### src/rtl/stopwatch_pkg.sv
// stopwatch_pkg
//   Shared definitions for the stopwatch control block and the datapath top
//   that instantiates it: run-mode state encoding and the default timing
//   constants (10 ms debounce window and 10 ms tick period at 50 MHz).
package stopwatch_pkg;

  typedef enum logic [1:0] {
    ST_CLEARED = 2'b00,
    ST_RUNNING = 2'b01,
    ST_PAUSED  = 2'b10
  } state_t;

  localparam int unsigned DEBOUNCE_CYCLES_DEFAULT = 500000;
  localparam int unsigned TICK_DIV_DEFAULT        = 500000;

endpackage

### src/rtl/key_debounce.sv
// key_debounce
//   Conditions one raw active-low board key: 2-flop synchroniser, debounce
//   counter and a one-cycle press pulse on the debounced 1->0 transition.
//   The synchroniser and the debounced level come out of reset at 1, so a
//   key held through reset is seen as a fresh press after the usual latency.
//
// Ports
//   clk    in   system clock
//   reset  in   synchronous, active-high
//   key    in   raw key level, active-low, asynchronous to clk
//   level  out  debounced key level (1 = released)
//   press  out  one-cycle pulse per accepted press (none on release)
module key_debounce
  import stopwatch_pkg::*;
#(
  parameter int unsigned DEBOUNCE_CYCLES = DEBOUNCE_CYCLES_DEFAULT  // >= 1
) (
  input  logic clk,
  input  logic reset,
  input  logic key,
  output logic level,
  output logic press
);

  localparam int unsigned CW = $clog2(DEBOUNCE_CYCLES + 1);

  logic          sync1;
  logic          sync2;
  logic          level_d;
  logic [CW-1:0] cnt;

  // NOTE: every flop here is updated with <= so all of them sample the
  // pre-edge values; with = the synchroniser would collapse to one stage.
  always_ff @(posedge clk) begin
    if (reset) begin
      sync1   <= 1'b1;
      sync2   <= 1'b1;
      level   <= 1'b1;
      level_d <= 1'b1;
      cnt     <= '0;
      press   <= 1'b0;
    end else begin
      sync1   <= key;
      sync2   <= sync1;
      level_d <= level;
      // Edge detect on the registered level: the pulse lands one cycle after
      // the debounced level falls.
      press   <= level_d & ~level;

      if (sync2 == level) begin
        cnt <= '0;
      end else if (cnt == CW'(DEBOUNCE_CYCLES - 1)) begin
        // This is the DEBOUNCE_CYCLES-th consecutive differing sample.
        level <= sync2;
        cnt   <= '0;
      end else begin
        cnt <= cnt + 1'b1;
      end
    end
  end

endmodule

### src/rtl/stopwatch_ctrl.sv
// stopwatch_ctrl
//   Control/sequencing for the 6-digit stopwatch datapath. Conditions the
//   three board keys, runs the CLEARED/RUNNING/PAUSED mode FSM, divides clk
//   down to the 10 ms counter tick and decides when the display registers
//   follow the counters. All outputs are registered.
//
// Ports
//   clk               in   system clock, 50 MHz
//   reset             in   synchronous, active-high
//   key_reset         in   raw key, active-low: clear the stopwatch
//   key_start_pause   in   raw key, active-low: start / pause / resume
//   key_display_stop  in   raw key, active-low: toggle display freeze
//   cnt_clear         out  datapath counters clear to 0
//   cnt_tick          out  one-cycle pulse advancing the 10 ms digit
//   disp_load         out  display registers copy the counters this cycle
//   state             out  00 CLEARED, 01 RUNNING, 10 PAUSED
//   led               out  [0] running, [1] paused, [2] freeze, [3] key held
module stopwatch_ctrl
  import stopwatch_pkg::*;
#(
  parameter int unsigned DEBOUNCE_CYCLES = DEBOUNCE_CYCLES_DEFAULT,  // >= 1
  parameter int unsigned TICK_DIV        = TICK_DIV_DEFAULT          // >= 2
) (
  input  logic       clk,
  input  logic       reset,
  input  logic       key_reset,
  input  logic       key_start_pause,
  input  logic       key_display_stop,
  output logic       cnt_clear,
  output logic       cnt_tick,
  output logic       disp_load,
  output logic [1:0] state,
  output logic [3:0] led
);

  localparam int unsigned PW = $clog2(TICK_DIV);

  logic reset_level, start_level, display_level;
  logic reset_evt, start_evt, display_evt;

  state_t        st;
  logic          freeze;
  logic [PW-1:0] presc;

  key_debounce #(.DEBOUNCE_CYCLES(DEBOUNCE_CYCLES)) u_key_reset (
    .clk   (clk),
    .reset (reset),
    .key   (key_reset),
    .level (reset_level),
    .press (reset_evt)
  );

  key_debounce #(.DEBOUNCE_CYCLES(DEBOUNCE_CYCLES)) u_key_start (
    .clk   (clk),
    .reset (reset),
    .key   (key_start_pause),
    .level (start_level),
    .press (start_evt)
  );

  key_debounce #(.DEBOUNCE_CYCLES(DEBOUNCE_CYCLES)) u_key_display (
    .clk   (clk),
    .reset (reset),
    .key   (key_display_stop),
    .level (display_level),
    .press (display_evt)
  );

  assign state = st;

  always_ff @(posedge clk) begin
    if (reset) begin
      st        <= ST_CLEARED;
      freeze    <= 1'b0;
      presc     <= '0;
      cnt_clear <= 1'b1;
      cnt_tick  <= 1'b0;
      disp_load <= 1'b1;
      led       <= 4'b0000;
    end else begin
      // Status outputs trail the state they report by one cycle.
      disp_load <= ~freeze;
      led       <= {~(reset_level & start_level & display_level),
                    freeze, st == ST_PAUSED, st == ST_RUNNING};

      if (reset_evt) begin
        // A clear request wins over start/display arriving the same cycle.
        st        <= ST_CLEARED;
        freeze    <= 1'b0;
        presc     <= '0;
        cnt_clear <= 1'b1;
        cnt_tick  <= 1'b0;
      end else begin
        cnt_clear <= 1'b0;
        cnt_tick  <= 1'b0;

        // Prescaler only moves while running, so a pause keeps the partial
        // interval and resume picks up where it stopped.
        if (st == ST_RUNNING) begin
          if (presc == PW'(TICK_DIV - 1)) begin
            presc    <= '0;
            cnt_tick <= 1'b1;
          end else begin
            presc <= presc + 1'b1;
          end
        end

        if (start_evt) begin
          // NOTE: the default arm gives the unused 2'b11 encoding a way back
          // to CLEARED instead of leaving the FSM stuck there.
          case (st)
            ST_CLEARED: st <= ST_RUNNING;
            ST_RUNNING: st <= ST_PAUSED;
            ST_PAUSED:  st <= ST_RUNNING;
            default:    st <= ST_CLEARED;
          endcase
        end

        if (display_evt && st != ST_CLEARED) begin
          freeze <= ~freeze;
        end
      end
    end
  end

endmodule
### config.mk
export PLATFORM = sky130hd
export DESIGN_NAME = stopwatch_ctrl
export DESIGN_NICKNAME = d
export VERILOG_FILES = /design/src/rtl/stopwatch_pkg.sv /design/src/rtl/key_debounce.sv /design/src/rtl/stopwatch_ctrl.sv
export SDC_FILE = /design/constraint.sdc
export NUM_CORES = 1
export LEC_CHECK = 0
export ABC_CLOCK_PERIOD_IN_PS = 2400
export CORE_MARGIN = 4
export CORE_UTILIZATION = 45
export DETAILED_ROUTE_END_ITERATION = 16
export PLACE_DENSITY = 0.59
export SLEW_MARGIN = 40
export SYNTH_ARGS = -nofsm -noshare
export SYNTH_HDL_FRONTEND = slang
export SYNTH_SLANG_ARGS = --single-unit
### constraint.sdc
create_clock -name clk -period 2.4 [get_ports clk]
set_input_delay 0.48 -clock clk [delete_from_list [all_inputs] [get_ports clk]]
set_output_delay 0.48 -clock clk [all_outputs]
set_load 0.01 [all_outputs]
**Yosys cells after proc, flatten, opt, wreduce, memory -nomap -nowiden**

Cells that the tools add are included.

- Add/subtract/negate cells: 4
- Multipliers: 0
- Divide/modulo/power cells: 0
- $lt $le $gt $ge: 0
- Equality and inequality tests: 9
- Shifts and indexed selects: 0
- Mux-type cells: 4
- Bitwise operators: 14
- Reduce and logical (&&, ||, !) cells: 12

Operators with widths:

| kind | number |
|---|---|
| adder 19 x 1 -> 19 bit, second input constant | 4 |
| == test 19 bit, second input constant | 4 |
| 2-to-1 mux 19 bit | 1 |
| OR reduction 3 bit | 4 |
| NOT 1 bit | 9 |
| AND reduction 2 bit | 3 |
| AND 1 bit | 5 |
| case mux 2 bit (2 select lines) | 1 |
| OR reduction 2 bit | 2 |
| == test 1 bit | 3 |
| == test 2 x 1 -> 1 bit, second input constant | 1 |
| == test 2 bit, second input constant | 1 |
| zero test 2 bit | 1 |
| 2-to-1 mux 1 bit | 2 |
| nonzero test 2 bit | 1 |
| logical AND 1 bit | 1 |

- Register bits after elaboration: 101
- Latch bits: 0
- Bits in writable memories: 0
- Bits in read-only memories: 0
- Bits of input ports: 5
- Output and inout bits: 9
- Logic and storage cells: 68
- Memories kept: 0

**Logic depth before layout (Yosys ltp)**

- Depth in word-level cells: 3
- Gate-level depth with buffers: 7
- Gate-level depth less buffers: 5

**Hierarchy**

Synthesis repeated with hierarchy kept, for this count alone.

- Cell total of the unflattened synthesis: 463
- Area total of the unflattened synthesis: 4247.8 µm²

By module, submodules not included:

| module | instances | cells an instance | area an instance (µm²) | seq. area each (µm²) |
|---|---|---|---|---|
| key_debounce | 3 | 111 | 1017.2 | 480.5 |
| stopwatch_ctrl | 1 | 130 | 1196.1 | 580.6 |

**Worst setup path after synthesis**

No wires, ideal clock.

- Kind: flip-flop to flip-flop
- Start point: reg st[0], in the netlist state[0]
- End point: reg presc[10]
- Setup time: 0.117 ns
- Data arrival time: 1.797 ns
- Required time: 2.283 ns
- Setup slack: 0.486 ns
- Stages on the path, launching flop included: 7
- Path buffers: 2
- Period minus slack after synthesis: 1.914 ns
- Path through: dfxtp_1 buf_2 nand3b_1 or3_1 o31ai_4 buf_2 nor2_1

- Cells in the longest elaborated chain, start to end: 1

RTL lines:

| element | RTL line | RTL |
|---|---|---|
| from (decl) | stopwatch_ctrl.sv:41 | `state_t st;` |
| from (signal assigned) | stopwatch_ctrl.sv:73 | `st <= ST_CLEARED;` |
| from (signal assigned) | stopwatch_ctrl.sv:88 | `st <= ST_CLEARED;` |
| from (signal assigned) | stopwatch_ctrl.sv:112 | `ST_CLEARED: st <= ST_RUNNING;` |
| == test 2 x 1 -> 1 bit | stopwatch_ctrl.sv:99 | `if (st == ST_RUNNING) begin` |
| to (signal assigned) | stopwatch_ctrl.sv:104 | `presc <= presc + 1'b1;` |
| to (decl) | stopwatch_ctrl.sv:43 | `logic [PW-1:0] presc;` |

Every way passes these cells.
A chain may end at the register's enable or synchronous reset.

**Final worst setup path**

- Start point: reg u_key_start.cnt[12]
- End point: reg u_key_start.cnt[9]

- Cells in the longest elaborated chain, start to end: 2

RTL lines:

| element | RTL line | RTL |
|---|---|---|
| from (decl) | key_debounce.sv:30 | `logic [CW-1:0] cnt;` |
| from (signal assigned) | key_debounce.sv:57 | `cnt <= cnt + 1'b1;` |
| == test 19 bit | key_debounce.sv:52 | `end else if (cnt == CW'(DEBOUNCE_CYCLES - 1)) begin` |
| OR reduction 3 bit (no source line) | -- |  |

Every way passes these cells.

==> impl_metrics.csv <==
group,metric,value,unit
critical_path,end_kind,"flop",
global_routing,grt-ovfl-total,0,
yosys,yosysUniqueCellTypes,46,
yosys,syn_area,0.00432,sq mm
final_layout,fin_area,0.00478,sq mm
yosys,synth-seq-cells,101,
yosys,synthMuxAreaShare,0.695,%
power_and_ir_drop,total_power,2.84,mW
sta,drv_slew,0,
sta,finalCritPeriodShare,84.6,%
sta,fin_setup_tns,0,ps
final_layout,final_util,51.5,%
yosys,synth_top_family_by_area,"simple AND/OR/NAND/NOR gates",
clock_tree,cts_sinks,101,
yosys,ys_seq_area_share,46.8,%
routing,drt_first_pass_iters,7,
power_and_ir_drop,powerDensity,594,mW/mm^2
clock_tree,cts_buffers,9,
final_layout,fin_cells,626,
sta,hold_violations,0,
sta,slew_headroom,63.8,%
global_routing,track_usage,14.5,%
clock_tree,cts.clk_slew.worst_paths,90,ps
clock_tree,cts_setup_buffers,0,
sta,min_period,2030,ps
job,cap_violations,0,
global_routing,antenna_found_initial,0,
yosys,synthSimpleGateAreaFrac,29.4,%
status,status,"completed",
critical_path,critPathMaxFanout,17,
yosys,synth_fp_nets,485,
sta,finClkSkew,5.54,ps
sta,rsz0062_at_grt,"false",
final_layout,drive_gt1_share,8.45,%
final_layout,seq_area,0.00202,sq mm
place,placed_area,0.00457,sq mm
die,start_util,46.5,%
yosys,yosys_warnings,0,
sta,setup_viol,0,
routing,drc,0,
routing,drt_iter0_drc,61,
yosys,synth.largest_area_cell,"dfxtp_1",
yosys,yosys.area.top_type_share,46.8,%
routing,vias_per_cell,5.19,
sta,worstMarginPinSlew,538,ps
clock_tree,cts_tree,"yes",
die,die_h,106,microns
final_layout,area_delta_synth_final,10.7,%
place,io_buffer_count,13,
place,place_congestion,0.793,
place,dp_cells,610,
yosys,synth-adder-area-share,1.16,%
clock_tree,clockBufferDepth,2,
final_layout,multiInputGateArea,0.00215,sq mm
critical_path,worst-setup-path-type,"flop to flop",
yosys,synthArstFlopShare,0,%
clock_tree,post_cts_resized,0,
die,ios,14,
routing,ant_nets,0,
final_layout,fill_cells,908,
power_and_ir_drop,leakage,1.43,nW
clock_tree,clk-insertion-delay-late,360,ps
routing,vias,3248,
sta,timing.fmax,0.493,GHz
critical_path,cp_data_arrival_time,2270,ps
yosys,synth_ff_type,"dfxtp_1",
die,die_area,0.0112,sq mm
critical_path,worst_ep_required_time,2640,ps
clock_tree,cts_hold_buf,0,
yosys,syn-instance-count,476,
critical_path,worstSetupStartpointType,"flop",
global_routing,grt_pass1_wl,13.4,mm
final_layout,nets,501,
die,core-area,0.00928,sq mm
yosys,avgSynthCellArea,9.07,sq um
die,rows,35,
yosys,ys_top_cells_by_area,"dfxtp_1 (47%), xnor2_1 (6.5%), nor2_1 (6.1%), xor2_1 (4.3%), nand3_1 (3.6%)",
routing,postRouteWirelength,7.67,mm
yosys,synth_compound_area_share,7.85,%
place,dp_hpwl,5.35,mm
yosys,synth_edf_count,0,
die,die_x,106,microns
worst_hold_path,hp-class,"flop to flop",
power_and_ir_drop,ir_drop,306,uV
clock_tree,cts_max_level,3,
final_layout,n_antenna_cell,0,
yosys,synthXorXnorAreaFrac,10.7,%
global_routing,grt_pass1_vias,2957,
routing,routedWlPerCell,12.3,microns
clock_tree,cts_root_buf,"clkbuf_8",
global_routing,grt_max_degree,18,
-- power breakdown --
group | internal, mW | switching [mW] | total [mW]
clock network | 0.541 | 0.572 | 1.11
logic | 0.0181 | 0.0236 | 0.0416
registers | 1.68 | 0.00350 | 1.68
total | 2.24 | 0.599 | 2.84
-- layout by cell type (no fill, tap or decap), drive strengths merged, types with 3 or more instances in the layout --
cell and count:
and2 6, buf 4, nor3b 3, xor2 21, o31ai 11, a21oi 21, nand3 31, nor2 70
nand4 18, inv 22, nor4 12, o21bai 3, xnor2 32, and3 5, clkbuf 11, or2 12
or4b 6, dfxtp 101, nor3 10, or3 6, nand2 25, o21ai 8, or4 15, ha 4
clkinv 3, and4 4, mux2i 3, clkdlybuf4s50 13
-- stage by stage --
step                      hold WS, ps  setup slack [ps]
after detailed placement          400               363
final                             418               370
after global placement            398               402
after CTS                         420               350
after floorplan                   389               486
after global routing              447               258
-- cells in the mapped netlist, types with 3 or more instances --
cell type	n
a21oi_1	21
and2_1	6
and3_1	5
and4_1	4
buf_2	3
clkbuf_1	5
dfxtp_1	101
ha_1	4
inv_1	21
mux2i_1	3
nand2_1	25
nand3_1	31
nand4_1	17
nor2_1	70
nor3_1	10
nor3b_1	3
nor4_1	12
o21ai_0	8
o31ai_1	10
or2_2	12
or3_1	6
or4_1	13
or4b_1	4
xnor2_1	32
xor2_1	21
-- state kept, by name, indices dropped and copies added (netlist names), 2 cells and up --
register           cells
led                    4
state                  2
u_key_reset.cnt       19
u_key_display.cnt     19
presc                 19
u_key_start.cnt       19
-- cell families after synthesis --
logic type	count (synthesis)
xor gates and xnor gates	53
adders and majority gates	4
muxes	3
buffers and inverters	33
DFF	101
and+or+nand+nor	233
AOI/OAI and AO/OA	49
-- layout make-up --
cell class	instances	share of cell area, %
inverters	21	1.65
repair buffers	17	3.35
clock buffers	11	3.17
well taps	129	3.37
clock inverters	5	1.20
multi-input cells	342	45.0
flip-flops and latches	101	42.3
-- path summary, 6_finish.rpt --
path | slack, ps | to | startpoint | cells past startpoint
setup reg to reg | 370 | u_key_start.cnt[9] | u_key_start.cnt[12] | 4
hold reg to reg | 420 | u_key_reset.press | u_key_reset.level_d | 2
setup / recovery | 370 | u_key_start.cnt[9] | u_key_start.cnt[12] | 4
hold / removal | 420 | u_key_reset.press | u_key_reset.level_d | 2
-- critical path, cell delays in order (launching register included) --
cell and delay, ps:
dfxtp_1 360, or4b_1 540, or4_4 550, o21bai_4 370, nor2_1 90
-- layer usage --
| metal | share of wire (%) | routed length (microns) | global-route usage [%] | up-vias |
|---|---|---|---|---|
| li1 | - | - | - | 1703 |
| met1 | 51 | 3900 | 19.1 | 1482 |
| met2 | 44 | 3380 | 23.1 | 52 |
| met3 | 3.6 | 278 | 3.34 | 11 |
| met4 | 1.6 | 120 | 5.55 | 0 |
| met5 | 0 | 0 | 0 | - |
(Power assumes the default switching activity.)
